### src/rtl/if_stage.sv
// ---------------------------------------------------------------------------
// if_stage -- instruction fetch stage
//
// Purpose
//   Keeps the program counter, issues one instruction-memory read at a time,
//   captures the returned word into the instruction register (IR) and presents
//   the decoded IR fields to the downstream decode/ALU-control stage until
//   that stage accepts them.
//
//   A three-state controller sequences the work:
//     IDLE  : no request outstanding, nothing presented (imem_req=0).
//     FETCH : read request outstanding at imem_addr=PC (imem_req=1).
//     HOLD  : instruction presented (instr_valid=1), no request outstanding.
//
// Handshakes
//   Memory side : imem_req is a registered level. While it is high, imem_addr
//                 is held stable and the word on imem_rdata is taken in the
//                 cycle imem_ack=1. imem_ack is ignored whenever imem_req=0.
//   Decode side : instr_valid/instr_ready follow strict valid/ready rules.
//                 Once instr_valid rises, the fields and pc_out stay constant
//                 until a cycle with instr_valid=1 and instr_ready=1 (a
//                 transfer). instr_valid never depends combinationally on
//                 instr_ready.
//
// Priority (highest first): reset, redirect_valid, normal sequencing.
//   A redirect discards a coincident memory ack (the IR keeps its old value)
//   and drops any held instruction; a redirect in the same cycle as a
//   transfer still counts as that transfer because the consumer has taken it.
//   halt never aborts an outstanding read or drops a held instruction; it
//   only stops the controller from starting the next read.
//
// Ports
//   clk             in   1  clock, all state changes on its rising edge
//   reset           in   1  synchronous active-high reset
//   halt            in   1  level request to stop issuing new fetches
//   redirect_valid  in   1  one-cycle pulse loading redirect_pc
//   redirect_pc     in  32  redirect target, bits [1:0] forced to zero
//   imem_req        out  1  memory read request (registered)
//   imem_addr       out 32  memory read address (current PC)
//   imem_rdata      in  32  instruction word, valid with imem_ack
//   imem_ack        in   1  read completes this cycle
//   instr_valid     out  1  presented fields are valid
//   instr_ready     in   1  consumer accepts the presented instruction
//   opcode          out  6  IR[31:26]
//   rs              out  5  IR[25:21]
//   rt              out  5  IR[20:16]
//   rd              out  5  IR[15:11]
//   shamt           out  5  IR[10:6]
//   function_code   out  6  IR[5:0]
//   r_type          out  1  opcode == 6'b000000
//   pc_out          out 32  PC of the presented instruction
//   dbg_state_o     out  2  controller state (0=IDLE, 1=FETCH, 2=HOLD)
// ---------------------------------------------------------------------------
module if_stage #(
  parameter logic [31:0] RESET_PC = 32'h0000_0000
) (
  input  logic        clk,
  input  logic        reset,
  input  logic        halt,
  input  logic        redirect_valid,
  input  logic [31:0] redirect_pc,
  output logic        imem_req,
  output logic [31:0] imem_addr,
  input  logic [31:0] imem_rdata,
  input  logic        imem_ack,
  output logic        instr_valid,
  input  logic        instr_ready,
  output logic [5:0]  opcode,
  output logic [4:0]  rs,
  output logic [4:0]  rt,
  output logic [4:0]  rd,
  output logic [4:0]  shamt,
  output logic [5:0]  function_code,
  output logic        r_type,
  output logic [31:0] pc_out,
  output logic [1:0]  dbg_state_o
);

  typedef enum logic [1:0] {
    IDLE  = 2'd0,
    FETCH = 2'd1,
    HOLD  = 2'd2
  } state_e;

  state_e      state_q;
  logic [31:0] pc_q;
  logic [31:0] pc_d;
  logic [31:0] ir_q;
  logic [31:0] pc_out_q;
  logic        imem_req_q;
  logic        instr_valid_q;
  logic        r_type_q;
  logic [31:0] redirect_target;

  // The two low bits of the redirect target are dropped by design.
  logic        unused_redirect_lsb;
  assign unused_redirect_lsb = ^redirect_pc[1:0];

  // PC stays word aligned; the increment wraps naturally modulo 2^32.
  assign redirect_target = {redirect_pc[31:2], 2'b00};
  assign pc_d            = pc_q + 32'd4;

  always_ff @(posedge clk) begin
    if (reset) begin
      state_q       <= IDLE;
      pc_q          <= {RESET_PC[31:2], 2'b00};
      ir_q          <= 32'h0000_0000;
      pc_out_q      <= 32'h0000_0000;
      imem_req_q    <= 1'b0;
      instr_valid_q <= 1'b0;
      r_type_q      <= 1'b0;
    end else if (redirect_valid) begin
      // Redirect wins over ack and over a held instruction. The IR and
      // pc_out keep their previous contents; only the valid flag drops.
      state_q       <= IDLE;
      pc_q          <= redirect_target;
      imem_req_q    <= 1'b0;
      instr_valid_q <= 1'b0;
    end else begin
      case (state_q)
        IDLE: begin
          if (!halt) begin
            state_q    <= FETCH;
            imem_req_q <= 1'b1;
          end
        end

        FETCH: begin
          // imem_req_q is high throughout FETCH, so an ack here is always
          // one that belongs to the outstanding read.
          if (imem_ack) begin
            ir_q          <= imem_rdata;
            r_type_q      <= (imem_rdata[31:26] == 6'b000000);
            pc_out_q      <= pc_q;
            pc_q          <= pc_d;
            state_q       <= HOLD;
            imem_req_q    <= 1'b0;
            instr_valid_q <= 1'b1;
          end
        end

        HOLD: begin
          // instr_valid_q is high throughout HOLD, so ready alone marks a
          // transfer. halt decides whether the next read starts at once.
          if (instr_ready) begin
            instr_valid_q <= 1'b0;
            if (halt) begin
              state_q    <= IDLE;
              imem_req_q <= 1'b0;
            end else begin
              state_q    <= FETCH;
              imem_req_q <= 1'b1;
            end
          end
        end

        default: begin
          state_q       <= IDLE;
          imem_req_q    <= 1'b0;
          instr_valid_q <= 1'b0;
        end
      endcase
    end
  end

  assign imem_req      = imem_req_q;
  assign imem_addr     = pc_q;
  assign instr_valid   = instr_valid_q;
  assign opcode        = ir_q[31:26];
  assign rs            = ir_q[25:21];
  assign rt            = ir_q[20:16];
  assign rd            = ir_q[15:11];
  assign shamt         = ir_q[10:6];
  assign function_code = ir_q[5:0];
  assign r_type        = r_type_q;
  assign pc_out        = pc_out_q;
  assign dbg_state_o   = state_q;

endmodule
### config.mk
export PLATFORM = sky130hd
export DESIGN_NAME = if_stage
export DESIGN_NICKNAME = d
export VERILOG_FILES = /design/src/rtl/if_stage.sv
export SDC_FILE = /design/constraint.sdc
export NUM_CORES = 1
export LEC_CHECK = 0
export CAP_MARGIN = 20
export CORE_UTILIZATION = 36
export DETAILED_ROUTE_END_ITERATION = 10
export PLACE_DENSITY = 0.73
export SYNTH_ARGS = -nofsm -noshare
export SYNTH_HDL_FRONTEND = slang
export SYNTH_SLANG_ARGS = --single-unit
### constraint.sdc
create_clock -name clk -period 1.9 [get_ports clk]
set_input_delay 0.19 -clock clk [delete_from_list [all_inputs] [get_ports clk]]
set_output_delay 0.19 -clock clk [all_outputs]
set_load 0.1 [all_outputs]
==> results of run 1 <==
flip-flops by register name (all words and copies together), names as in the netlist:
signal	cells
instr_valid	1
dbg_state_o	2
ir_q	32
r_type	1
imem_addr	30
imem_req	1
pc_out	30
layout make-up:
class / count / share of cell area [%]
inverters: 11 / 0.653
well taps: 140 / 2.77
flip-flops and latches: 97 / 32.4
clock inverters: 4 / 0.732
clock buffers: 12 / 4.39
repair buffers: 192 / 26.4
multi-input cells: 376 / 32.7
routing by layer:
metal  part of all wire, %  GRT usage [%]
met2                    49           35.2
met1                    43           24.9
met4                   2.2           9.33
met5                     0              0
met3                   6.3           3.56
cell usage after synthesis, types with 3 or more instances:
| library cell | n | area share (%) |
|---|---|---|
| nand2_1 | 142 | 13 |
| dfxtp_1 | 97 | 46 |
| a21oi_1 | 69 | 8.3 |
| nor2_1 | 31 | 2.8 |
| clkbuf_1 | 26 | 2.3 |
| a311oi_1 | 13 | 2.7 |
| a211oi_1 | 11 | 2.0 |
| inv_1 | 11 | 0.99 |
| o31ai_1 | 10 | 1.8 |
| or4_1 | 10 | 1.8 |
| nand3_1 | 8 | 0.96 |
| and4_1 | 7 | 1.5 |
| nand4_1 | 7 | 1.0 |
| nor3_1 | 7 | 0.84 |
| xnor2_1 | 7 | 1.5 |
| buf_4 | 6 | 1.1 |
| o21ai_0 | 5 | 0.60 |
| buf_2 | 4 | 0.48 |
| buf_6 | 4 | 1.1 |
| nor4_1 | 4 | 0.60 |
| a31oi_1 | 3 | 0.45 |
| and2_1 | 3 | 0.45 |
| or3_1 | 3 | 0.45 |
stage by stage:
| stage | area [sq um] | hold WS (ps) | setup TNS (ps) | util [%] |
|---|---|---|---|---|
| detailed placement | 5890 | 447 | -1280 | 53.2 |
| global placement | 5890 | 442 | -779 | 53.2 |
| global route | 6330 | 321 | 0 | 57.1 |
| floorplan | 4360 | 296 | -74.4 | - |
| CTS | 6260 | 296 | 0 | 56.5 |
| finish | 6330 | 299 | 0 | 57.1 |
repair_timing:
item,CTS,global route
resized for setup,0,9
setup endpoints to repair,1,10
cloned,0,1
pin swaps,1,1
setup buffers,4,3
worst max-delay path, delay by kind of cell (launching register included):
family	cells	cell delay (ps)
simple gates	2	530
compound gates	2	440
buf+inv	2	320
flops	1	380
power by group through the flow:
stage | clock network [mW] | logic [mW] | registers (mW)
2_1_floorplan | 0 | 0.233 | 2.63
3_3_place_gp | 0 | 0.941 | 2.21
3_5_place_dp | 0 | 0.948 | 2.22
4_1_cts | 1.98 | 0.952 | 2.17
5_1_grt | 2.07 | 1.00 | 2.19
6_report | 1.94 | 0.955 | 2.18
path summary, 6_finish.rpt:
kind,endpoint,slack (ps),cells after the start
setup / recovery,imem_addr[16],100,6
hold / removal,imem_addr[2],300,2
setup reg to reg,imem_addr[16],100,6
hold reg to reg,ir_q[4],450,2
cell families (layout without fill, tap and decap cells):
kind of cell             Yosys count  after routing  synth area share (%)
multiplexers                       1              1                 0.239
AND/OR/NAND/NOR                  235            236                  26.0
XOR/XNOR                           9              9                  1.89
adder cells (fa/ha/maj)            1              1                 0.299
buffers and inverters             54            219                  6.25
AO/OA/AOI/OAI                    125            125                  18.8
flip-flops                        97             97                  46.4
other                              1              4                0.0897
==> results.toml, run 1 <==
[status]
outcome = "finished, final reports clean"

[route]
totalWireLength_microns = 12300
viasPerCell = 5.28
drc = 0
antenna_left = 0
drt_iter0_markers = 212
drt-pass1-iter-count = 5
routedWlPerCell_microns = 14.8
vias = 4392

[clocking]
h-tree-depth = 3
cts_buffer_depth = 2
clock-root-buffer = "clkbuf_16"
clock_latency_ps = 340
clkTransAtPathRegs_ps = 70
cts.sinks = 97
cts_tree = "built"
postCtsHoldBufs = 0
cts_buffers = 9

[timing]
drv_slew = 0
period_needed_ps = 1800
hold_viol_final = 0
setup_viol = 0
fmax_mhz = 556
layout_setup_ws_ps = 102
rsz0062_at_grt = "no"
finalCritPeriodShare_pct = 94.7
fin_skew_ps = 7.55

[placed_design]
placed_cells = 808
place_hpwl_microns = 8620
port_buffers = 164
routabilityCongestion = 0.795
place_ws_ps = -179

[synthesis]
synthArstFlopShare_pct = 0
syn-cell-area_sq_mm = 0.00418
synth_edf_count = 0
synth_seq_cells = 97
syn_avg_cell_area_sq_um = 8.00
yosysSeqAreaShare_pct = 46.4
syn_inst = 523
synth_cell_types = 50
synth_ff_type = "dfxtp_1"
ys_warn_count = 0

[finish]
nFillCells = 1011
area_growth_syn_to_layout_pct = 51.3
final_cell_mix = "nand2_1 (142), buf_4 (121), a21oi_1 (69)"
multi_input_area_sq_mm = 0.00207
diodes = 0
drive_above_1_share_pct = 27.9
stdcell_count = 832
mostFrequentLayoutCell = "nand2_1"
regArea_sq_mm = 0.00205
finish.net_count = 758

[setup_path]
cpMostUsedCell = "buf_4"
criticalPathCategory = "reg -> reg"
path_cells = "and4b_2, nand3_4, buf_4, buf_4, o31ai_1, a311oi_2"
slowest_delay_ps = 380
slowest_stage = "dfxtp_4"
startpoint = "dbg_state_o[1]"
worstPathRequired_ps = 2110
reg2reg_from = "dbg_state_o[1]"
setup.worst_path.start_class = "flip-flop"
path_max_fanout = 15
end_kind = "flip-flop"
cp.arrival_ps = 2010

[die]
core_region_area_sq_mm = 0.0111
io_pins = 171
die_x_microns = 110
core.rowCount = 38
start_util_pct = 37.7
fp.dieH_microns = 110
die_area_sq_mm = 0.0121

[power]
swShare_pct = 30.1
p_leak_nw = 2.37
comb_power_share_pct = 18.9
intPower_mw = 3.54
ir_drop_v = 0.000477
clockPowerShare_pct = 38.2
switchingPower_mw = 1.53
power_density_mw_per_mm2 = 801
p_seq_share_pct = 42.9
finalPower_mw = 5.07

[grt]
grt.total_usage_pct = 20.5
grt_max_degree = 49
antenna_found_initial = 0
first_global_vias = 4082
grt_pass1_wl_microns = 19400
gr-total-overflow = 0

[hold_path]
min_path_type = "in -> reg"
min_from = "reset"

[run]
maxCapViolCount = 0
Note: power is estimated with default switching activity, not from simulation.
==> run 2: changes to the inputs <==
--- a/config.mk
+++ b/config.mk
@@ -6,6 +6,7 @@
 export NUM_CORES = 1
 export LEC_CHECK = 0
 export CAP_MARGIN = 20
+export CORE_MARGIN = 1
 export CORE_UTILIZATION = 36
 export DETAILED_ROUTE_END_ITERATION = 10
 export PLACE_DENSITY = 0.73
==> results of run 2 <==
The final DEF is identical to that of run 1; final timing and power are the same.
==> RTL edit 1 (settings of run 2) <==
Register the output `dbg_state_o` once more, cleared by the reset; this adds one clock of latency there. The other outputs are not delayed to match.
--- a/src/rtl/if_stage.sv
+++ b/src/rtl/if_stage.sv
@@ -174,6 +174,12 @@
   assign function_code = ir_q[5:0];
   assign r_type        = r_type_q;
   assign pc_out        = pc_out_q;
-  assign dbg_state_o   = state_q;
+  always_ff @(posedge clk) begin
+    if (reset) begin
+      dbg_state_o <= '0;
+    end else begin
+      dbg_state_o <= state_q;
+    end
+  end
 
 endmodule
Function: changed (a bounded check fails within 4 cycles, from zero or initial values and one cycle with reset high).
==> RTL edit 1 against run 2 <==
Non-clock buffer count grew 9. Cell area grew 2.5%. Routed wire length grew 7.4%. Highest routed layer unchanged. Maximum frequency shrank 2.6%. Worst setup slack lost 0.048 ns. Sequential cell count grew 2. Area after synthesis grew 5.0%. Synthesized cell count grew 5.9%. Clock power shrank 9%. Total power shrank 1.4%. Largest cell class unchanged.
==> RTL edit 1: results (changes against run 2) <==
max reg flops=32 (unchanged); Final GP Congestion=0.8388 (+5.5%); r2r endpoint=imem_addr[24]; WL/cell=15.19 µm (+2.6%); first drt pass iteration count=4 (-1); leakage dissipation=0.002454 µW (+3.7%); average size of a mapped cell=7.927 µm² (-0.85%); gr usage total=0.2103 (+0.005342); Min-Delay Path Class=primary input to flop; first-pass GRT wire length=21,450 µm (+11%); Hold Path Stages=2 (unchanged); Synth async-reset ratio=0 (unchanged); # nets final=794 (+4.7%); # fillers=1,052 (+4.1%); clk buf depth=2 (unchanged); CTS root buf=clkbuf_16; pre-CTS WS=-0.2120 ns (-0.03277 ns); hpwl dp=9521 µm (+10%); 1st-iter DRT viols=223 (+5.2%); count of cell types in the netlist=50 (unchanged); CP startpoint kind=flop; commonest cells in the synthesized netlist=nand2_1, dfxtp_1, a21oi_1; Layout Skew=0.009851 ns (+0.002303 ns); H-tree levels=3 (unchanged); Worst Setup Slack, final=0.05357 ns (-0.04798 ns); non-filler instance count after layout=871 (+4.7%); initial antenna violation count=0 (unchanged); dominant cells by area after synthesis=dfxtp_1, nand2_1, a21oi_1, nor2_1, clkbuf_1; peak supply drop=0.3758 mV (-21%); FF-to-FF path depth=4 (-2); Total Neg Setup Slack=0 ns (unchanged); I/O Buffers=164 (unchanged); worst hold slack=0.2565 ns (-0.04230 ns); worst-path fanout max=7 (-8); layout cells sized above 1=0.2692 (-0.009671); hold buffers post-CTS=0 (unchanged); Hold EP=pc_out[21]; DR vias/cell=5.226 (-1.0%); sequential area share after synthesis=0.4513 (-0.01311); vias in the first global route=4,299 (+5.3%); hold path start=reset; slowest stage cell, crit path=a2111oi_0; worst path arrival time=2.04 ns (+0.03 ns); largest net degree at the start of global routing=65 (+33%); Synth Flop Type=dfxtp_1; dpl cells=853 (+5.6%); FF-to-FF Start=imem_addr[17]; Worst-path clk slew=0.07 ns (about the same); slowest stage delay, CP=0.42 ns (+0.04 ns); Ys Warns=0 (unchanged); status=completed; switching pwr=1583 µW (+3.8%)
-- RTL edit 1: cell count changes after synthesis, sizes merged, moves of 5 or more --
cell            run 2  this run
o31ai              10         3
clkbuf             27        32
or4                10         4
a2111oi             3        10
nor4                4        12
nand3               9        14
-- RTL edit 1: worst max path at each step --
| stage | startpoint | endpoint | cells after the start |
|---|---|---|---|
| finish | imem_addr[17] | imem_addr[24] | 4 |
| global route | imem_addr[6] | imem_addr[11] | 5 |
| CTS | imem_addr[5] | imem_addr[27] | 5 |
| detailed placement | imem_ack | imem_addr[24] | 6 |
| global placement | imem_ack | imem_addr[13] | 5 |
| floorplan | imem_addr[5] | imem_addr[27] | 5 |
-- RTL edit 1: cell families after synthesis --
| kind of cell | share of synthesized area |
|---|---|
| xor gates and xnor gates | 0.01994 |
| DFF | 0.4513 |
| adders and majority gates | 0.002849 |
| other | 0.0008539 |
| and+or+nand+nor | 0.2889 |
| AOI/OAI and AO/OA | 0.1718 |
| buffers and inverters | 0.06439 |
-- RTL edit 1: area by class of cell --
| class | count | area share |
|---|---|---|
| multi-input combinational | 402 | 0.3396 |
| sequential | 99 | 0.3163 |
| timing repair buffer | 201 | 0.2657 |
| clock buffer | 12 | 0.03956 |
| tap | 143 | 0.02760 |
| inverter | 10 | 0.005789 |
| clock inverter | 4 | 0.005403 |
-- RTL edit 1: metrics by stage --
stage | total power (µW) | area [µm²] | utilization
3_3_place_gp | 3263 | 6143 | 0.5268
3_5_place_dp | 3275 | 6143 | 0.5268
6_report | 4998 | 6484 | 0.5559
2_1_floorplan | 2951 | 4491 | -
5_1_grt | 5185 | 6484 | 0.5559
4_1_cts | 5042 | 6440 | 0.5522
-- RTL edit 1: what timing repair did --
item	CTS	global route
gates resized for setup	1	4
setup endpoints to repair	1	6
buffers inserted	0	2
-- RTL edit 1: worst max-delay path, delay by kind of cell, from the launching register on --
| kind | cells | cell delay (ns) |
|---|---|---|
| and+or+nand+nor | 2 | 0.72 |
| DFF | 1 | 0.39 |
| AOI/OAI and AO/OA | 2 | 0.58 |
-- RTL edit 1: layer usage --
| metal | wire [µm] | track usage | vias to the layer above |
|---|---|---|---|
| met5 | 0 | 0 | - |
| met4 | 272 | 0.08444 | 0 |
| met3 | 791 | 0.04320 | 22 |
| met2 | 6351 | 0.3516 | 144 |
| met1 | 5813 | 0.2653 | 2123 |
| li1 | - | - | 2263 |
-- RTL edit 1: power groups by stage --
| stage | logic (µW) | clock network (µW) | registers (µW) |
|---|---|---|---|
| 2_1_floorplan | 250 | 0 | 2700 |
| 3_3_place_gp | 987 | 0 | 2280 |
| 3_5_place_dp | 996 | 0 | 2280 |
| 4_1_cts | 999 | 1810 | 2230 |
| 5_1_grt | 1050 | 1900 | 2240 |
| 6_report | 1000 | 1760 | 2230 |
==> RTL edit 2 (config.mk and constraints of run 2) <==
Made on the original files. Reset style: asynchronous (`reset`), changed in one clocked block. Comments in the files are not updated.
--- a/src/rtl/if_stage.sv
+++ b/src/rtl/if_stage.sv
@@ -100,7 +100,7 @@
   assign redirect_target = {redirect_pc[31:2], 2'b00};
   assign pc_d            = pc_q + 32'd4;
 
-  always_ff @(posedge clk) begin
+  always_ff @(posedge clk or posedge reset) begin
     if (reset) begin
       state_q       <= IDLE;
       pc_q          <= {RESET_PC[31:2], 2'b00};
Check against the original RTL: differs if reset is asserted again (counterexample within 4 cycles, from zero or initial values and one cycle with reset high); with reset held inactive, the same outputs for 4 cycles.
==> RTL edit 2 against run 2 <==
Critical endpoint is now imem_addr[26]. Die area rose by 4.2%. Highest routed layer unchanged. Sequential cell count did not move. Critical path depth fell by 2. Worst setup slack got worse by 0.15 ns. Cell area rose by 8.7%. Routed wire length fell by 3.9%. Area after synthesis rose by 4.3%. The flow now finishes with violations (DRC, setup timing).
Power is not compared: it rests on default switching activity, and its combinational part moved more than twofold at a synthesized area within 25%.
==> RTL edit 2: results (changes against run 2) <==
worst-path fanout max=24 (+9); layout cells sized above 1=0.4387 (+0.1598); DRC viols=14 (+14); worst path arrival time=2.22 ns (+0.21 ns); Post-DP Area=6526 µm² (+11%); Ys Warns=0 (unchanged); Worst-path clk slew=0.07 ns (about the same); first-pass GRT wire length=19,020 µm (-1.8%); largest net degree at the start of global routing=56 (+14%); gr usage total=0.1949 (-0.01014); dominant cells by area after synthesis=dfrtp_1, mux2_2, or4_1, nor2_1, nand2_1; commonest cells in the synthesized netlist=dfrtp_1, mux2_2, nor2_1; status=complete, but fails checks; leakage dissipation=0.003069 µW; first drt pass iteration count=7 (+2); Setup violations, final=7 (+7); # nets final=645 (-15%); Final GP Congestion=0.8049 (+1.2%); total number of vias=3,664 (-17%); Layout Skew=0.005569 ns (-0.001979 ns); hpwl dp=8575 µm (-0.55%); WL final=11,830 µm (-3.9%); count of cell types in the netlist=43 (-14%); Worst Setup Slack, final=-0.04501 ns (-0.1466 ns); 1st-iter DRT viols=130 (-39%); Critical Path Start=imem_addr[16]; I/O Buffers=164 (unchanged); crit path capture=imem_addr[26]; FF-to-FF path depth=4 (-2); clk buf depth=2 (unchanged); sequential area share after synthesis=0.5567 (+0.09228); Total Neg Setup Slack=-0.1900 ns (-0.1900 ns); max cap viols=0 (unchanged); Min-Delay Path Class=primary input to async pin; Most flops, register=ir_q; Synth async-reset ratio=1.000 (+1.000); Synth Flop Type=dfrtp_1; violated checks=DRC, setup timing
[RTL edit 2: layer usage]
layer	up-vias	part of all wire	GRT usage
met4	0	0.018	0.08000
met2	121	0.49	0.3193
met3	12	0.053	0.03726
met5	-	0	0
li1	1752	-	-
met1	1779	0.44	0.2549
[RTL edit 2: final cells by class]
class | instances | area (µm²)
well taps | 143 | 178.9
flip-flops and latches | 97 | 2451
clock inverters | 5 | 102.6
inverters | 10 | 41.29
multi-input cells | 246 | 2066
fillers | 988 | 4737
clock buffers | 11 | 242.7
repair buffers | 210 | 1794
[RTL edit 2: stage by stage]
step / hold WS [ns] / cells / setup slack [ns]
floorplan: 0.3099 / 377 / -0.4582
global placement: 0.4754 / 706 / -0.1787
detailed placement: 0.4788 / 706 / -0.2228
CTS: 0.1087 / 722 / -0.06158
global route: 0.1273 / 722 / -0.1130
finish: 0.1107 / 722 / -0.04501
[RTL edit 2: worst min-delay path by stage]
stage                    start             to  slack [ns]
3_3_place_gp             reset        ir_q[0]        0.48
5_1_grt                  reset        ir_q[0]        0.13
3_5_place_dp             reset        ir_q[0]        0.48
2_1_floorplan  redirect_pc[21]  imem_addr[21]        0.31
4_1_cts                  reset        ir_q[0]        0.11
6_report                 reset        ir_q[0]        0.11
[RTL edit 2: worst max-delay path, cell delays in order (launching register included)]
cell	delay (ns)
dfrtp_2	0.37
nand4_1	0.13
or4_4	0.64
or4_4	0.55
a31oi_1	0.17
[RTL edit 2: power by group]
group | switching (µW) | internal (µW) | total (µW)
Sequential | 312 | 2540 | 2860
Clock | 776 | 1320 | 2100
Combinational | 4170 | 1390 | 5560
Total | 5260 | 5250 | 10500
[RTL edit 2: what timing repair did]
item / 4_1_cts / 5_1_grt
setup buffers: 0 / 0
resized for setup: 0 / 2
pin swaps: 2 / 3
hold endpoints to repair: 0 / 0
endpoints found under the setup margin: 10 / 14
[RTL edit 2: cells by family (layout without fill, tap and decap cells)]
group | after synthesis | after routing | synth area share
DFF | 97 | 97 | 0.5567
and+or+nand+nor | 114 | 114 | 0.1418
other | 1 | 4 | 0.0008600
AOI/OAI and AO/OA | 54 | 54 | 0.07834
adders and majority gates | 1 | 1 | 0.002869
buffers and inverters | 34 | 236 | 0.03701
muxes | 63 | 63 | 0.1624
xor gates and xnor gates | 10 | 10 | 0.02009
